### config.mk
export PLATFORM = sky130hd
export DESIGN_NAME = fetch_ctrl
export DESIGN_NICKNAME = d
export VERILOG_FILES = /design/src/rtl/fetch_ctrl.sv
export SDC_FILE = /design/constraint.sdc
export NUM_CORES = 1
export LEC_CHECK = 0
export CORE_ASPECT_RATIO = 1.2
export CORE_UTILIZATION = 52
export DETAILED_ROUTE_END_ITERATION = 8
export GPL_TIMING_DRIVEN = 0
export PLACE_DENSITY = 0.79
export SYNTH_ARGS = -nofsm -noshare
export SYNTH_HDL_FRONTEND = slang
export SYNTH_SLANG_ARGS = --single-unit
### constraint.sdc
create_clock -name clk -period 6.65 [get_ports clk]
set_clock_uncertainty 0.05 [all_clocks]
set_input_delay 0.9975 -clock clk [delete_from_list [all_inputs] [get_ports clk]]
set_output_delay 0.9975 -clock clk [all_outputs]
set_load 0.01 [all_outputs]
### src/rtl/fetch_ctrl.sv
// Instruction fetch controller: issues one memory read at a time and fills a
// two-entry instruction buffer, with redirect handling and flush of in-flight data.
module fetch_ctrl #(
   parameter logic [31:0] RESET_PC  = 32'h0000_0000,
   parameter int          BUF_DEPTH = 2
) (
   input  logic        clk,
   input  logic        rst,
   input  logic        redirect_valid,
   input  logic [31:0] redirect_pc,
   output logic        imem_req,
   output logic [31:0] imem_addr,
   input  logic        imem_ack,
   input  logic [31:0] imem_rdata,
   output logic        instr_valid,
   output logic [31:0] instr,
   output logic [31:0] instr_pc,
   input  logic        instr_ready
);

   // state     | meaning
   // S_BOOT    | one idle cycle after reset release
   // S_FETCH   | request outstanding at fetch_pc
   // S_WAIT_ROOM | buffer full, no request
   // S_FLUSH   | redirect seen while request pending; drop its data on ack
   typedef enum logic [1:0] {S_BOOT, S_FETCH, S_WAIT_ROOM, S_FLUSH} state_t;

   localparam logic [1:0] FULL = 2'(BUF_DEPTH);

   state_t      state_q, state_d;
   logic [31:0] fetch_pc_q, fetch_pc_d;
   logic [31:0] redir_pc_q, redir_pc_d;
   logic [1:0]  cnt_q, cnt_d;
   logic [31:0] e0_pc_q, e0_pc_d, e0_data_q, e0_data_d;
   logic [31:0] e1_pc_q, e1_pc_d, e1_data_q, e1_data_d;

   logic        ack, pop, push, flush;
   logic [1:0]  cnt_np;
   logic [31:0] redir_tgt;

   assign imem_req    = (state_q == S_FETCH) || (state_q == S_FLUSH);
   assign imem_addr   = fetch_pc_q;
   assign instr_valid = (cnt_q != 2'd0);
   assign instr       = e0_data_q;
   assign instr_pc    = e0_pc_q;

   always_comb begin
      ack        = imem_req && imem_ack;
      pop        = instr_valid && instr_ready;
      redir_tgt  = redirect_pc & 32'hFFFF_FFFC;
      cnt_np     = cnt_q - {1'b0, pop};
      push       = 1'b0;
      flush      = 1'b0;
      state_d    = state_q;
      fetch_pc_d = fetch_pc_q;
      redir_pc_d = redir_pc_q;
      cnt_d      = cnt_q;
      e0_pc_d    = e0_pc_q;
      e0_data_d  = e0_data_q;
      e1_pc_d    = e1_pc_q;
      e1_data_d  = e1_data_q;

      case (state_q)
         S_BOOT: begin
            state_d    = S_FETCH;
            fetch_pc_d = RESET_PC;
            if (redirect_valid) begin
               flush      = 1'b1;
               fetch_pc_d = redir_tgt;
            end
         end
         S_FETCH: begin
            if (redirect_valid) begin
               flush = 1'b1;
               if (ack) begin
                  fetch_pc_d = redir_tgt;
               end else begin
                  redir_pc_d = redir_tgt;
                  state_d    = S_FLUSH;
               end
            end else if (ack) begin
               push       = 1'b1;
               fetch_pc_d = fetch_pc_q + 32'd4;
               state_d    = ((cnt_np + 2'd1) >= FULL) ? S_WAIT_ROOM : S_FETCH;
            end
         end
         S_WAIT_ROOM: begin
            if (redirect_valid) begin
               flush      = 1'b1;
               fetch_pc_d = redir_tgt;
               state_d    = S_FETCH;
            end else if (pop) begin
               state_d = S_FETCH;
            end
         end
         S_FLUSH: begin
            if (redirect_valid) begin
               flush      = 1'b1;
               redir_pc_d = redir_tgt;
            end
            // a redirect arriving on the ack cycle wins over the latched one
            if (ack) begin
               fetch_pc_d = redirect_valid ? redir_tgt : redir_pc_q;
               state_d    = S_FETCH;
            end
         end
         default: state_d = S_BOOT;
      endcase

      if (flush) begin
         cnt_d = 2'd0;
      end else begin
         if (pop) begin
            e0_pc_d   = e1_pc_q;
            e0_data_d = e1_data_q;
         end
         if (push) begin
            if (cnt_np == 2'd0) begin
               e0_pc_d   = fetch_pc_q;
               e0_data_d = imem_rdata;
            end else begin
               e1_pc_d   = fetch_pc_q;
               e1_data_d = imem_rdata;
            end
         end
         cnt_d = cnt_np + {1'b0, push};
      end
   end

   always_ff @(posedge clk or negedge rst) begin
      if (!rst) begin
         state_q    <= S_BOOT;
         fetch_pc_q <= RESET_PC;
         redir_pc_q <= 32'd0;
         cnt_q      <= 2'd0;
         e0_pc_q    <= 32'd0;
         e0_data_q  <= 32'd0;
         e1_pc_q    <= 32'd0;
         e1_data_q  <= 32'd0;
      end else begin
         state_q    <= state_d;
         fetch_pc_q <= fetch_pc_d;
         redir_pc_q <= redir_pc_d;
         cnt_q      <= cnt_d;
         e0_pc_q    <= e0_pc_d;
         e0_data_q  <= e0_data_d;
         e1_pc_q    <= e1_pc_d;
         e1_data_q  <= e1_data_d;
      end
   end

endmodule

=== Yosys cells after proc, flatten, opt, wreduce, memory -nomap -nowiden ===
Index checks and enable logic that the tools add are counted.

* Add/sub/neg operators: 4
* $lt $le $gt $ge: 1
* Eq/ne operators: 11
* Multiplexer cells: 31
* Bitwise operators: 2
* Reduce and logical (&&, ||, !) cells: 12

{| class="wikitable"
|+ Operator list
! kind !! count
|-
| 32-bit two-way mux || 15
|-
| 32-bit one-hot mux with 4 select lines || 1
|-
| 32-bit one-hot mux with 2 select lines || 1
|-
| 32-bit by 3-bit adder with 32-bit output (second input constant) || 1
|-
| 2-bit two-way mux || 8
|-
| 2-bit != test (second input constant) || 5
|-
| 3-bit != test (second input constant) || 3
|-
| 3-bit AND reduction || 3
|-
| 2-bit one-hot mux with 4 select lines || 1
|-
| 1-bit two-way mux || 5
|-
| 2-bit equality test (second input constant) || 2
|-
| 2-bit zero test || 2
|-
| 4-bit AND reduction || 1
|-
| 2-bit nonzero test || 2
|-
| 4-bit OR reduction || 1
|-
| 2-bit by 1-bit adder with 2-bit output || 1
|-
| 2-bit by 1-bit adder with 2-bit output (second input constant) || 1
|-
| 2-bit by 1-bit equality test with 1-bit output (second input constant) || 1
|-
| 2-bit >= comparator (second input constant) || 1
|-
| 1-bit logical AND || 2
|-
| 1-bit NOT || 2
|-
| 2-bit by 1-bit subtractor with 2-bit output || 1
|-
| 1-bit logical OR || 1
|}

* Register bits: 196
* Input port bits: 69
* Output and inout bits: 98
* Logic and storage cells: 69

=== Depth between registers and ports, before layout ===
Gate-level depths: netlist (run 1).

* Depth in word-level cells: 9
* Depth in mapped cells: 11
* Mapped depth without buffers: 10

=== Least setup slack after synthesis (run 1) ===
No wires, ideal clock.

* Kind: input-to-reg
* Start: input instr_ready
* End: register e1_data_q[10]
* Library setup time: 0.125 ns
* Arrival time: 2.605 ns
* Data required time: 6.475 ns
* Path slack: 3.870 ns
* Cell stages on the path: 8
* Path buffers: 1
* Cell sequence: nand2_1 -> inv_1 -> ha_1 -> xnor2_1 -> ha_1 -> nor2_2 -> buf_2 -> mux2_2

* Word-level cells in the longest chain between the ends: 5

{| class="wikitable"
|+ RTL lines
! element !! RTL line !! source
|-
| start, declared || 18 || <nowiki>input logic instr_ready</nowiki>
|-
| 1-bit logical AND || 49 || <nowiki>pop = instr_valid && instr_ready;</nowiki>
|-
| 2-bit by 1-bit subtractor with 2-bit output || 51 || <nowiki>cnt_np = cnt_q - {1'b0, pop};</nowiki>
|-
| 2-bit zero test || 118 || <nowiki>if (cnt_np == 2'd0) begin</nowiki>
|-
| 1-bit NOT (no line) || -- ||
|-
| 3-bit AND reduction (no line) || -- ||
|-
| end signal, assigned || 148 || <nowiki>e1_data_q <= e1_data_d;</nowiki>
|-
| end, declared || 35 || <nowiki>logic [31:0] e1_pc_q, e1_pc_d, e1_data_q, e1_data_d;</nowiki>
|}

No other way between the ends.
A chain may end at the register's enable or synchronous reset.

=== Worst setup path after layout (run 1) ===
* Start: input instr_ready
* End: register e1_data_q[27]

Same word-level chain as after synthesis.

==> out/summary.md, run 1 <==
• 876 — number of nets in the synthesized netlist
• 6 — drt first pass iters
• 0 — number of setup violations in the final report
• 0 — total of cells resized after clock tree synthesis
• 7706 — number of global-route vias before repair
• 17600 sq um — Floorplan Core Area
• 0 ns — setup TNS
• 3.33 ns — Final min period
• 25800 um — wire length after detailed routing
• 0.531 — starting density of the core
• 18500 sq um — die outline area
• 167 — ports placed on the boundary
• dfrtp_1, o22a_1, mux2_2 — top cells by area in the synthesized netlist
• cnt_q[0] — RR Startpoint
• 6.19 — via density per instance
• 42100 um — global-route wire length before repair
• 6.93 ns — required time reported for the critical path endpoint
• 163 — number of buffer cells added on primary ports
• done — CTS tree
• 53 — standard-cell row count
• 1059 — Layout Nets
• 18100 um — HPWL after detailed placement
• 0.07 ns — Clk pin slew, worst setup/hold paths
• 27.2% — relative area change from synthesis to final layout
• primary input — category of the worst setup path launch point
• 0.525 — sequential element share of the synthesized area
• dfrtp_1, clkdlybuf4s50_1, o22a_1 — top library cells by usage in the layout, fill and taps aside
• 0.525 — fraction of post-synthesis cell area in the top cell type by area
• 0 — number of antenna violations at the first check in global routing
• 657 — number of DRC markers after the initial detailed-route iteration
• 300 MHz — f_max
• reg -> reg — min-delay worst type
• 0.284 — Relative slew margins
• 3.61 ns — critical path arrival
• 5.70 mW — overall power after layout
• 21.1 um — routed wirelength normalized by instance count
• 124 um — Die Span X
• 0 — count of final hold-check violations
• finished clean — run status
• 11.6 sq um — average footprint of a synthesized cell
• 0 — antenna cells
• 1.07 ns — worst-margin pin slew
• 9340 sq um — Post-Syn Area
• dfrtp_1 — Yosys top cell by area
• 803 — gate count after technology mapping
• 2 — CTS max path bufs
• 4.72 nW — leakage power total
• 0.44 ns — later-pin clock latency in the skew report
• 2.86 ns — worst setup slack before clock tree synthesis
• 1.00 — FFs w/ async S/R, synth
• 4 — H-tree levels
• in -> reg — type of the setup path with the least slack
• 0.290 — GRT Overall Usage
• 149 um — Die Ht
• 0 — buffer count from post-CTS setup fixing
• 1297 — Layout fillers
• 0 — Final ANT Viol Nets
• 66 — Distinct cells, synth
• 0.000224 V — maximum ir drop on the vdd rail
• redir_pc_q[1] — beginning of the worst hold path
• 112 — largest net degree at the start of global routing
• 0 — Post-synth EDFFs
• 0 — CTS Hold Bufs
• 7547 — vias post-DR
• 196 — number of synthesized register bits
• 0.501 — post-route fraction of the period consumed by the critical path
• clkbuf_16 — root buffer cell
• 10 — CP Max Fanout
• instr_ready — launch point of the critical path
• 0 — number of warnings printed during yosys synthesis
• 196 — number of clock sinks seen by CTS
• 0 — remaining global-route overflow
• 0.187 — share of post-route cells with drive strength above 1
• dfrtp_1 — leading cell type in the layout, fill and taps excluded
• 0.945 — final estimated routing congestion in global placement
• 17 — clock buffers created by TritonCTS
• dfrtp_1 — Most used DFF post-synth
• false — RSZ-0062 raised after global routing
• 0 — number of slew-limit violations in the final report
• 0 — number of maximum-capacitance constraint violations
• register — type of destination of the critical path
• 480 nW/um^2 — PwrDens
• 0 — number of remaining DRC errors
• 3.32 ns — minimum setup slack in the final design
-- through the flow --
step | cell area (sq um) | instances | util | hold WS, ns
floorplan | 9340 | 803 | - | 0.404
global placement | 11200 | 1186 | 0.640 | 0.421
detailed placement | 11300 | 1187 | 0.642 | 0.426
CTS | 11900 | 1219 | 0.676 | 0.447
global route | 11900 | 1219 | 0.676 | 0.470
finish | 11900 | 1219 | 0.676 | 0.438
-- routing by layer --
metal  vias up  share of wire  track usage
met1      3756           0.42        0.381
met4         0          0.034        0.127
met2       312           0.48        0.469
met5         -              0            0
met3        67          0.067       0.0606
li1       3412              -            -
-- cell families (layout without fill, tap and decap cells) --
kind of cell | Yosys count | in the layout | share of synthesized area
multiplexers | 96 | 96 | 0.116
AND/OR/NAND/NOR | 145 | 145 | 0.0843
adder cells (fa/ha/maj) | 4 | 4 | 0.00536
XOR/XNOR | 7 | 7 | 0.00657
AO/OA/AOI/OAI | 274 | 274 | 0.224
flip-flops | 196 | 196 | 0.525
buffers and inverters | 81 | 277 | 0.0391
-- state kept, by name, summed over array words and instances (netlist names) --
signal and cells:
imem_addr 32, e1_data_q 32, instr_pc 32, state_q 2, instr 32, redir_pc_q 32
e1_pc_q 32, cnt_q 2
-- critical path, cell delays in order --
cell,delay [ns]
clkdlybuf4s50_1,0.40
nand2_1,0.22
inv_1,0.12
ha_1,0.21
xnor2_1,0.16
ha_1,0.23
nor2_2,0.51
buf_2,0.38
mux2_2,0.38
-- layout make-up --
class                      instances  area (sq um)  share of cell area
sequential                       196          4900               0.413
multi-input combinational        526          4070               0.342
timing repair buffer             164          1660               0.140
clock buffer                      18           439              0.0370
buffer                            68           317              0.0266
tap                              220           275              0.0232
clock inverter                    14           165              0.0139
inverter                          13          48.8             0.00411
-- final timing paths --
kind | end | slack (ns) | cells after the start
min in group asynchronous | instr_pc[31] | 0.54 | 1
max in group asynchronous | e1_data_q[26] | 5.09 | 2
min | redir_pc_q[1] | 0.44 | 1
max reg2reg | e1_data_q[27] | 3.55 | 9
min reg2reg | redir_pc_q[1] | 0.44 | 1
max | e1_data_q[27] | 3.32 | 9
-- cells in the mapped netlist, drive strengths merged (2+ instances only) --
library cell / count
dfrtp: 196
o22a: 130
mux2: 94
buf: 46
o21ai: 44
nand2: 34
nor2: 33
a21oi: 32
clkbuf: 22
nand3: 17
inv: 13
nand2b: 11
and3: 10
a222oi: 7
a31oi: 7
and2: 7
o31ai: 7
a221oi: 6
a22oi: 6
nand4: 6
nor4: 6
o211ai: 6
a211oi: 5
o31a: 5
ha: 4
nor2b: 4
o21a: 4
or2: 4
or4: 4
xor2: 4
a21o: 3
and4: 3
nor3: 3
xnor2: 3
a32o: 2
mux2i: 2
o22ai: 2
-- where the power goes --
part           internal (mW)  switching (mW)
clock network          0.576           0.496
registers               1.76           0.417
logic                   1.34            1.11
total                   3.67            2.02
(Power assumes the default switching activity.)
==> inputs of run 2 (changes only) <==
CORE_UTILIZATION = 48   (was 52)
PLACE_DENSITY = 0.77   (was 0.79)
clock period = 2.8 ns   (was 6.65 ns; I/O delays follow)
==> run 2 against run 1 <==
Compared with the run above: wire length shrank 0.42%; worst hold slack improved by 0.0094 ns; register-to-register slack lost 3.4 ns; non-clock buffer count grew 2; total power rose by 140%; clock power is 120% higher; largest cell class unchanged; sequential cell count unchanged; sequential power increased by 140%; combinational power up 140%; design area is 0.65% higher; first-iteration DRC count down 10%.
==> out/summary.md, run 2 (synthesis results as in run 1) <==
• 4 — H-tree levels
• 0.493 — starting density of the core
• 2 — CTS max path bufs
• 0.632 — post-layout util
• 10 — CP Max Fanout
• instr[7] — beginning of the worst hold path
• 0 — number of setup violations in the final report
• simple AND/OR/NAND/NOR gates — family of cells with the greatest summed delay on the critical path
• 2.62 ns — Final min period
• 2.90 ns — critical path arrival
• 0 — remaining global-route overflow
• reg -> reg — type of the setup path with the least slack
• 3.07 ns — required time reported for the critical path endpoint
• done — CTS tree
• 155 um — Die Ht
• 381 MHz — f_max
• 0.41 ns — stage delay of the slowest cell on the critical path
• 20.4 um — routed wirelength normalized by instance count
• reg -> reg — min-delay worst type
• 0 — Final ANT Viol Nets
• 18200 um — HPWL after detailed placement
• 0.07 ns — Clk pin slew, worst setup/hold paths
• 7609 — vias post-DR
• 7665 — number of global-route vias before repair
• 25600 um — wire length after detailed routing
• 1061 — Layout Nets
• 590 — number of DRC markers after the initial detailed-route iteration
• 0.18 ns — Register-to-Register Setup Slack
• 0.937 — post-route fraction of the period consumed by the critical path
• 0.876 — final estimated routing congestion in global placement
• 17 — clock buffers created by TritonCTS
• 5 — drt first pass iters
• 0 — number of slew-limit violations in the final report
• 0.44 ns — later-pin clock latency in the skew report
• 4.74 nW — leakage power total
• 129 um — Die Span X
• 1509 — Layout fillers
• register — category of the worst setup path launch point
• instr[7] — Min-Delay Endpoint
• register — type of destination of the critical path
• or2_2 > nand2_2 > inv_1 > ha_1 > xnor2_2 > ha_2 > nand2_2 > buf_4 > clkbuf_4 > o22a_1 > o22a_1 — CP Cell Sequence
• 1.05 ns — worst-margin pin slew
• 0 — number of antenna violations at the first check in global routing
• 6.05 — via density per instance
• 0.295 — Relative slew margins
• dfrtp_1, clkdlybuf4s50_1, o22a_1 — top library cells by usage in the layout, fill and taps aside
• 28.1% — relative area change from synthesis to final layout
• 1120 nW/um^2 — PwrDens
• 0.270 — GRT Overall Usage
• 18900 sq um — Floorplan Core Area
• 3 — sum of buffers and inverters on the critical path
• 0 — number of remaining DRC errors
• 163 — number of buffer cells added on primary ports
• 196 — number of clock sinks seen by CTS
• 167 — ports placed on the boundary
• dfrtp_1 — leading cell type in the layout, fill and taps excluded
• cnt_q[1] — RR Startpoint
• dfrtp_1 — master of the slowest instance on the critical path
• 20000 sq um — die outline area
• 1 — number of cells on the worst hold path
• 0 — count of final hold-check violations
• 0.000766 V — maximum ir drop on the vdd rail
• 0 — number of maximum-capacitance constraint violations
• finished clean — run status
• cnt_q[1] — launch point of the critical path
• 0 — antenna cells
• instr_pc[22] — capture instance of the worst register-to-register path
• 55 — standard-cell row count
• 0.447 ns — hold slack final
• 11 — Worst R2R Path Depth
• 101 — largest net degree at the start of global routing
• 0.192 — share of post-route cells with drive strength above 1
• 41100 um — global-route wire length before repair
• 0 ns — setup TNS
• clkbuf_16 — root buffer cell
## run 2: cell types whose count changed in the layout (fill, tap and decap cells not counted), sizes merged
cell / before / now
clkbuf: 40 / 48
buf: 48 / 43
clkinvlp: 4 / 1
bufinv: 2 / 0
inv: 20 / 22
clkinv: 1 / 2
dlygate4sd3: 0 / 1
## run 2: repair_timing
action,4_1_cts,5_1_grt
endpoints found under the setup margin,60,123
endpoints found under the hold margin,60,0
buffers inserted,0,1
resized for setup,2,10
pin swaps,1,3
hold buffers,1,0
## run 2: worst max-delay path by stage
stage / endpoint / depth (start not counted)
floorplan: e1_data_q[10] / 9
global placement: instr_pc[26] / 1
detailed placement: e1_data_q[25] / 9
CTS: instr_pc[21] / 11
global route: instr[20] / 10
finish: instr_pc[22] / 11
## run 2: metrics by stage
step           cells  power, mW  instance area [sq um]  worst slack [ns]
2_1_floorplan    803       8.35                   9340             0.304
3_3_place_gp    1222       10.8                  11300             -7.14
3_5_place_dp    1223       11.0                  11300            -0.361
4_1_cts         1256       13.4                  11900            0.0138
5_1_grt         1257       14.2                  12000          -0.00229
6_report        1257       13.4                  12000             0.175
## run 2: area by class of cell
cell class / count / area (sq um) / area share
Buffer: 68 / 333 / 0.0278
Timing Repair Buffer: 166 / 1690 / 0.142
Clock inverter: 12 / 106 / 0.00889
Sequential cell: 196 / 4900 / 0.410
Tap cell: 256 / 320 / 0.0268
Multi-Input combinational cell: 526 / 4080 / 0.341
Inverter: 13 / 48.8 / 0.00408
Clock buffer: 20 / 467 / 0.0390
## run 2: power by group
part	switching, mW	internal, mW	total (mW)
clock network	1.14	1.24	2.39
registers	1.01	4.18	5.19
logic	2.63	3.21	5.83
total	4.78	8.63	13.4
## run 2: routing by layer
layer  track usage  part of all wire
met5             0                 0
met4         0.132             0.037
met2         0.430              0.48
met3        0.0564             0.065
met1         0.348              0.42
